`src/rtl/pipe_stage_reg_pkg.sv`:
```
// Shared constants and action selection for the pipeline stage registers.
// Optional feature macro: PIPE_STAGE_STATS_EN (stall/bubble statistics counters).
package pipe_stage_reg_pkg;

  localparam int unsigned CTRL_LEN     = 32;
  localparam int unsigned TNEW_LSB_DEF = 8;
  localparam int unsigned TNEW_W_DEF   = 3;
  localparam logic [31:0] RESET_PC_DEF = 32'h0000_3000;
  localparam logic [31:0] EXC_PC_DEF   = 32'h0000_4180;

  // One action per clock edge; encoding order carries no meaning.
  typedef enum logic [1:0] {
    ACT_LOAD,
    ACT_STALL,
    ACT_FLUSH,
    ACT_REQ
  } stage_act_e;

  // Priority: exception request, then flush, then stall, otherwise load.
  function automatic stage_act_e sel_action(input logic req, input logic flush,
                                            input logic stall);
    if (req)        return ACT_REQ;
    else if (flush) return ACT_FLUSH;
    else if (stall) return ACT_STALL;
    else            return ACT_LOAD;
  endfunction

endpackage

```
`src/rtl/pipe_stage_reg_tnew_sat_dec.sv`:
```
// Saturating decrement of the Tnew field: 0 stays 0, otherwise value minus one.
module tnew_sat_dec #(
  parameter int unsigned W = 3
) (
  input  logic [W-1:0] i_val,
  output logic [W-1:0] o_val
);

  // Combinational saturating decrement.
  always_comb begin
    o_val = '0;
    if (i_val != '0) o_val = i_val - W'(1);
  end

endmodule

```
`src/rtl/pipe_stage_reg.sv`:
```
// Generic pipeline boundary register (D/E/M/W) with stall, flush and
// exception-request handling, plus Tnew aging on the control word.
// Optional feature macro: PIPE_STAGE_STATS_EN adds StallCnt/BubbleCnt outputs.
module pipe_stage_reg
  import pipe_stage_reg_pkg::*;
#(
  parameter int unsigned DATA_W    = 160,
  parameter int unsigned CTRL_W    = CTRL_LEN,
  parameter int unsigned TNEW_LSB  = TNEW_LSB_DEF,
  parameter int unsigned TNEW_W    = TNEW_W_DEF,
  parameter bit          DECR_TNEW = 1'b1,
  parameter logic [31:0] RESET_PC  = RESET_PC_DEF,
  parameter logic [31:0] EXC_PC    = EXC_PC_DEF
) (
  input  logic              Clk,
  input  logic              Reset,
  input  logic              Req,
  input  logic              Stall,
  input  logic              Flush,
  input  logic [31:0]       InsIn,
  input  logic [31:0]       PCIn,
  input  logic [DATA_W-1:0] DataIn,
  input  logic [CTRL_W-1:0] CtrlIn,
  input  logic              BDIn,
  input  logic [4:0]        ExcIn,
  output logic [31:0]       InsOut,
  output logic [31:0]       PCOut,
  output logic [DATA_W-1:0] DataOut,
  output logic [CTRL_W-1:0] CtrlOut,
  output logic              BDOut,
  output logic [4:0]        ExcOut,
`ifdef PIPE_STAGE_STATS_EN
  output logic [31:0]       StallCnt,
  output logic [31:0]       BubbleCnt,
`endif
  output logic              ValidOut
);

  logic [31:0]       r_ins;
  logic [31:0]       r_pc;
  logic [DATA_W-1:0] r_data;
  logic [CTRL_W-1:0] r_ctrl;
  logic              r_bd;
  logic [4:0]        r_exc;
  logic              r_valid;

  stage_act_e        w_act;
  logic [TNEW_W-1:0] w_tnew_raw;
  logic [TNEW_W-1:0] w_tnew_dec;
  logic [TNEW_W-1:0] w_tnew_out;
  logic [CTRL_W-1:0] w_ctrl_out;

  assign w_act = sel_action(Req, Flush, Stall);

  // Stage contents: one prioritised action per edge; reset wins over all.
  always_ff @(posedge Clk or posedge Reset) begin
    if (Reset) begin
      r_ins   <= '0;
      r_pc    <= RESET_PC;
      r_data  <= '0;
      r_ctrl  <= '0;
      r_bd    <= 1'b0;
      r_exc   <= '0;
      r_valid <= 1'b0;
    end else begin
      case (w_act)
        ACT_REQ: begin
          r_ins   <= '0;
          r_pc    <= EXC_PC;
          r_data  <= '0;
          r_ctrl  <= '0;
          r_bd    <= 1'b0;
          r_exc   <= '0;
          r_valid <= 1'b0;
        end
        ACT_FLUSH: begin
          // Bubble keeps PC/BD so a later exception still reports the right EPC.
          r_ins   <= '0;
          r_pc    <= PCIn;
          r_data  <= '0;
          r_ctrl  <= '0;
          r_bd    <= BDIn;
          r_exc   <= '0;
          r_valid <= 1'b0;
        end
        ACT_STALL: ;
        default: begin
          r_ins   <= InsIn;
          r_pc    <= PCIn;
          r_data  <= DataIn;
          r_ctrl  <= CtrlIn;
          r_bd    <= BDIn;
          r_exc   <= ExcIn;
          r_valid <= 1'b1;
        end
      endcase
    end
  end

  assign w_tnew_raw = r_ctrl[TNEW_LSB +: TNEW_W];

  tnew_sat_dec #(
    .W (TNEW_W)
  ) u_tnew_dec (
    .i_val (w_tnew_raw),
    .o_val (w_tnew_dec)
  );

  assign w_tnew_out = DECR_TNEW ? w_tnew_dec : w_tnew_raw;

  // Control word out: stored bits with only the Tnew field replaced.
  always_comb begin
    w_ctrl_out = r_ctrl;
    w_ctrl_out[TNEW_LSB +: TNEW_W] = w_tnew_out;
  end

  assign InsOut   = r_ins;
  assign PCOut    = r_pc;
  assign DataOut  = r_data;
  assign CtrlOut  = w_ctrl_out;
  assign BDOut    = r_bd;
  assign ExcOut   = r_exc;
  assign ValidOut = r_valid;

`ifdef PIPE_STAGE_STATS_EN
  logic [31:0] r_stall_cnt;
  logic [31:0] r_bubble_cnt;

  // Statistics: count stall edges and bubble-inserting edges, wrapping at 2^32.
  always_ff @(posedge Clk or posedge Reset) begin
    if (Reset) begin
      r_stall_cnt  <= '0;
      r_bubble_cnt <= '0;
    end else begin
      if (w_act == ACT_STALL) r_stall_cnt <= r_stall_cnt + 32'd1;
      if (w_act == ACT_FLUSH || w_act == ACT_REQ) r_bubble_cnt <= r_bubble_cnt + 32'd1;
    end
  end

  assign StallCnt  = r_stall_cnt;
  assign BubbleCnt = r_bubble_cnt;
`endif

endmodule

```
`config.mk`:
```
export PLATFORM = sky130hd
export DESIGN_NAME = pipe_stage_reg
export DESIGN_NICKNAME = d
export VERILOG_FILES = /design/src/rtl/pipe_stage_reg_pkg.sv /design/src/rtl/pipe_stage_reg_tnew_sat_dec.sv /design/src/rtl/pipe_stage_reg.sv
export SDC_FILE = /design/constraint.sdc
export NUM_CORES = 1
export LEC_CHECK = 0
export CAP_MARGIN = 20
export CORE_AREA = 2 2 204 206
export CTS_BUF_LIST = sky130_fd_sc_hd__clkbuf_2 sky130_fd_sc_hd__clkbuf_4 sky130_fd_sc_hd__clkbuf_8
export DETAILED_ROUTE_END_ITERATION = 8
export DIE_AREA = 0 0 206 208
export PLACE_DENSITY_LB_ADDON = 0.2
export SYNTH_ARGS = -nofsm -noshare
export SYNTH_HDL_FRONTEND = slang
export SYNTH_SLANG_ARGS = --single-unit
```
`constraint.sdc`:
```
create_clock -name Clk -period 8.95 [get_ports Clk]
set_clock_uncertainty 0.05 [all_clocks]
set_input_delay 0.895 -clock Clk [delete_from_list [all_inputs] [get_ports Clk]]
set_output_delay 0.895 -clock Clk [all_outputs]
set_load 0.01 [all_outputs]
```
After elaboration in Yosys (flattened, before gate mapping):

Index checks and enable logic that the tools add are counted.
W data, S select, Z words.

* output and inout bits: 263
* bits in registers: 263
* input bits: 267
* logic and storage cells: 24

* eq/ne operators: 3
* muxes and demuxes: 11
* reduce and logical (&&, ||, !) cells: 2
* $add $sub $neg: 1

Operators by type and width (number)
* $pmux W160 S2: 1
* $pmux W32 S2: 3
* $pmux W5 S2: 1
* $eq A2 B2 Y1 const B: 2
* $mux W2: 2
* $pmux W1 S2: 2
* $mux W3: 1
* $reduce_bool A3 Y1: 1
* $sub A3 B1 Y3 const B: 1
* $eq A2 B1 Y1 const B: 1
* $reduce_or A2 Y1: 1
* $mux W1: 1

Logic depth before layout (Yosys ltp):

* word-level depth: 6
* depth in mapped cells: 5
* gate-level depth less buffers: 3

Hierarchy:

From an unflattened synthesis, not the netlist that was laid out.

* cells, all modules: 931
* area total of the unflattened synthesis: 11811.3 um^2

Modules (own cells, without submodules)
* pipe_stage_reg: cells an instance 923, sequential area each 6583.8 um^2, instances 1, area each 11756.3 um^2
* tnew_sat_dec: cells an instance 8, sequential area each 0.0 um^2, instances 1, area each 55.1 um^2

Least setup slack after synthesis:

OpenSTA, ideal clock, no wires.

* path kind: register -> output
* start: register r_ctrl[8]
* end: output CtrlOut[9]
* cell stages (with the launch flop): 4
* arrival time: 0.838 ns
* buffers on the path: 0
* data required time: 8.005 ns
* path slack: 7.167 ns
* cells stage by stage: dfrtp_1 > nor2_1 > inv_1 > o21ai_0

* cells in the longest elaborated chain, start to end: 2
* elaborated cells on any way between the ends: 3
* classes of those cells: 1 x add/sub; 1 x mux; 1 x reduce/logical

Ends and longest elaborated chain
* start: declaration: line pipe_stage_reg.sv:42 `logic [CTRL_W-1:0] r_ctrl;`
* start signal: assignment: line pipe_stage_reg.sv:91 `r_ctrl <= CtrlIn;`
* $sub A3 B1 Y3 or $reduce_bool A3 Y1 (tied branches): line pipe_stage_reg_tnew_sat_dec.sv:12 `if (i_val != '0) o_val = i_val - W'(1);`
* $mux W3 (*): line pipe_stage_reg_tnew_sat_dec.sv:12
* end: declaration: line pipe_stage_reg.sv:29 `output logic [CTRL_W-1:0] CtrlOut,`

Every way passes the cells marked *; elsewhere a longest branch is shown, timed or not.

Worst setup path in the final report:

* start: input Req
* end: register r_data[4], in the netlist DataOut[4]

* cells in the longest elaborated chain, start to end: 4
* elaborated cells on any way between the ends: 6
* classes of those cells: 3 x eq/ne; 2 x mux; 1 x reduce/logical

Ends and longest elaborated chain
* start: declaration: line pipe_stage_reg.sv:17 `input logic Req,`
* $mux W2 (*): line pipe_stage_reg_pkg.sv:22 `if (req) return ACT_REQ;`
* $eq A2 B2 Y1: line pipe_stage_reg.sv:66 `case (w_act)`
* $reduce_or A2 Y1 (no line)
* $pmux W160 S2: line pipe_stage_reg.sv:66
* end signal: assignment: line pipe_stage_reg.sv:90 `r_data <= DataIn;`
* end: declaration: line pipe_stage_reg.sv:41 `logic [DATA_W-1:0] r_data;`

Marked as above.
A chain may end at the register's enable or synchronous reset.

==> results by group <==
Status
  • Status: complete, no violations

Clock tree
  • Worst-path clk slew: 60 ps
  • Clock buffer count from CTS: 49
  • Clock latency at the later pin of the worst-skew pair: 610 ps
  • Clk sink count: 263
  • CTS tree: yes
  • H-tree Lvls: 2
  • Setup Buffers After CTS: 0
  • CTS root buffer: clkbuf_8
  • Hold-fix buffers, CTS: 0
  • Post-CTS Resized: 0
  • Clock Path Buffers: 3

Synth
  • Yosys cell types: 21
  • Synth Area in Compound Gates: 1.41%
  • Synth Area in XOR/XNOR: 0%
  • Synth Area in Simple Gates: 12.6%
  • Ranking of synthesized cells by area: dfrtp_1 57%, mux2i_1 20%, nor2_1 7.8%
  • Yosys reg bits: 263
  • Mapped Cells: 931
  • Leading area contributor after synthesis: dfrtp_1
  • Post-synth top area share: 57.3%
  • Syn_nets: 1,200
  • Register area share after synthesis: 57.8%
  • Yosys Warn Count: 0
  • Syn avg cell area: 12.2 um^2
  • Cell Area, Synth: 0.0114 mm^2
  • Post-synthesis mux area share: 20.4%
  • Post-Synth Adder-Cell Area: 0.220%
  • Largest family of logic cells by synthesized area: multiplexers

Timing
  • Fmax: 313 MHz
  • Final Slew Violations: 0
  • Setup TNS: 0 ps
  • Unrepaired setup endpoints after global routing: no
  • Worst-Margin Slew: 1130 ps
  • Final hold vios: 0
  • Min cycle time layout: 3200 ps
  • Hold_ws: 462 ps
  • Rel. slew slack: 24.8%
  • Setup Viol. Count Final: 0
  • PnR worst setup slack: 5750 ps
  • Period utilisation layout: 35.8%

Power
  • Seq pwr share: 43.7%
  • P_sw: 0.000720 W
  • Total Power: 0.00287 W
  • Sw Share: 25.1%
  • Pleak: 8.02 nW
  • Worst VDD drop: 96.5 uV
  • Clock share of power: 41.9%
  • Pint: 0.00215 W
  • Part of the power in combinational logic: 14.4%
  • PwrDens: 163 mW/mm^2

Global route
  • Initial antenna violation count: 2
  • First-pass GRT wire length: 55,000 um
  • GR Util met1: 18.9%
  • Grt peak-use layer: met2
  • Gr ovfl total: 0
  • Largest net degree at the start of global routing: 146
  • Met2 Use GR: 28.4%
  • Met3 GRT Util: 5.98%
  • Gr usage total: 16.5%
  • Number of global-route vias before repair: 9,155

Worst setup path
  • End of the critical path: DataOut[4]$_DFFE_PP0P_
  • Startpoint Class: input pin
  • CP dominant cell by count: buf_4
  • Crit Path Category: in2reg
  • CP Buf/Inv Count: 3
  • Crit end category: flip-flop
  • WP depth: 5
  • Worst path required time: 9360 ps
  • Reg-to-reg slack, setup: 8090 ps
  • Critical Path Start: Req
  • Reg2reg end: PCOut[13]$_DFFE_PP1P_
  • Critical path fanouts, max: 94
  • Crit path DAT: 3610 ps
  • Slowest cell on the critical path: buf_4
  • Top delay family on crit path: buffers and inverters
  • Crit-path cells: clkdlybuf4s50_1, buf_4, or2_4, buf_4, nor2_1
  • Origin of the critical flop-to-flop path: PCOut[13]$_DFFE_PP1P_
  • Reg2reg path depth: 2
  • CP max stage delay: 880 ps

Placed design
  • Hpwl dp: 24,900 um
  • Pre-CTS WS: 5050 ps
  • Routability cong.: 0.782
  • IO buf count: 529

Floorplan
  • Num ports: 530
  • Row count: 74
  • Core Area: 0.0406 mm^2
  • Die Area: 0.0428 mm^2
  • Die Y: 208 um
  • Starting Density: 28.1%
  • Die Wd: 206 um

Min path
  • Hold crit path type: reg2reg

Flow run
  • Max capacitance violation total: 0

Routing
  • Wirelength per Cell: 18.3 um
  • Avg Vias per Cell: 4.32
  • ANT nets after route: 0
  • Drt first pass iters: 4
  • Vias: 8,603
  • Post-route DRC: 0
  • Drt initial violations: 298
  • Routed WL: 36,400 um

Cells and area
  • Most frequent cells in the layout: 528 x clkdlybuf4s50_1, 261 x dfrtp_1, 237 x nor2_1
  • Fin nets: 1,690
  • Area delta synth->final: 54.7%
  • Fraction of layout cells with a size suffix above 1: 6.86%
  • Commonest non-fill, non-tap cell in the layout: clkdlybuf4s50_1
-- cell usage after synthesis --
| master | count |
|---|---|
| mux2i_1 | 232 |
| buf_12 | 2 |
| buf_1 | 1 |
| inv_1 | 4 |
| dfrtp_1 | 261 |
| buf_2 | 6 |
| clkbuf_1 | 12 |
| o21ai_0 | 1 |
| a21oi_1 | 1 |
| buf_8 | 20 |
| buf_4 | 56 |
| nand2b_1 | 30 |
| nor2_1 | 237 |
| buf_6 | 1 |
| dfstp_2 | 2 |
| nand2_1 | 1 |
| nand4bb_1 | 30 |
| or2_1 | 1 |
| ha_1 | 2 |
| o21ai_1 | 30 |
| and2b_1 | 1 |
-- sequential cells by signal, summed over array words and instances, names as in the netlist --
name / count
DataOut: 160
r_ctrl: 32
PCOut: 32
ExcOut: 5
BDOut: 1
ValidOut: 1
InsOut: 32
-- per-layer routing --
metal / up-vias / share of wire (%)
met4: 0 / 2.3
met2: 312 / 50
li1: 4061 / -
met3: 64 / 8.8
met1: 4166 / 39
met5: - / 0
-- power groups by stage --
stage | sequential, W | clock [W] | combinational [W]
finish | 0.00126 | 0.00120 | 0.000412
global route | 0.00126 | 0.00131 | 0.000445
detailed placement | 0.00128 | 0 | 0.000418
global placement | 0.00127 | 0 | 0.000417
floorplan | 0.00129 | 0 | 0.000176
CTS | 0.00126 | 0.00125 | 0.000420
-- worst reg2reg max path: cells and delay by family, from the launching register on --
family | cells | cell delay [ps]
and+or+nand+nor | 1 | 100
DFF | 1 | 530
AOI/OAI and AO/OA | 1 | 120
-- metrics by stage --
stage	cell area, um^2	std cells	util, %
after floorplan	11400	931	-
after global placement	16600	1902	40.9
after detailed placement	16600	1902	40.9
after CTS	17600	1989	43.4
after global routing	17600	1991	43.5
final	17600	1991	43.5
-- logic make-up after synthesis --
kind of cell | count (synthesis)
AOI/OAI and AO/OA | 32
adders and majority gates | 2
buffers and inverters | 102
DFF | 263
muxes | 232
and+or+nand+nor | 300
-- how the worst min path moves through the flow --
stage | start | to | slack (ps) | cells after the start
2_1_floorplan | r_ctrl[0]$_DFFE_PP0P_ | r_ctrl[0]$_DFFE_PP0P_ | 440 | 2
3_3_place_gp | PCOut[13]$_DFFE_PP1P_ | PCOut[13]$_DFFE_PP1P_ | 450 | 2
3_5_place_dp | PCOut[13]$_DFFE_PP1P_ | PCOut[13]$_DFFE_PP1P_ | 450 | 2
4_1_cts | PCOut[13]$_DFFE_PP1P_ | PCOut[13]$_DFFE_PP1P_ | 460 | 2
5_1_grt | r_ctrl[30]$_DFFE_PP0P_ | r_ctrl[30]$_DFFE_PP0P_ | 490 | 2
6_report | PCOut[13]$_DFFE_PP1P_ | PCOut[13]$_DFFE_PP1P_ | 460 | 2
-- area by class of cell --
class	count	area [um^2]
antenna	2	5.00
timing repair buffer	537	5390
tap	532	666
fill	3903	22900
inverter	4	22.5
clock buffer	78	961
sequential	263	6580
clock inverter	9	55.1
multi-input combinational	566	3940
Power figures use the tool's default switching activity.
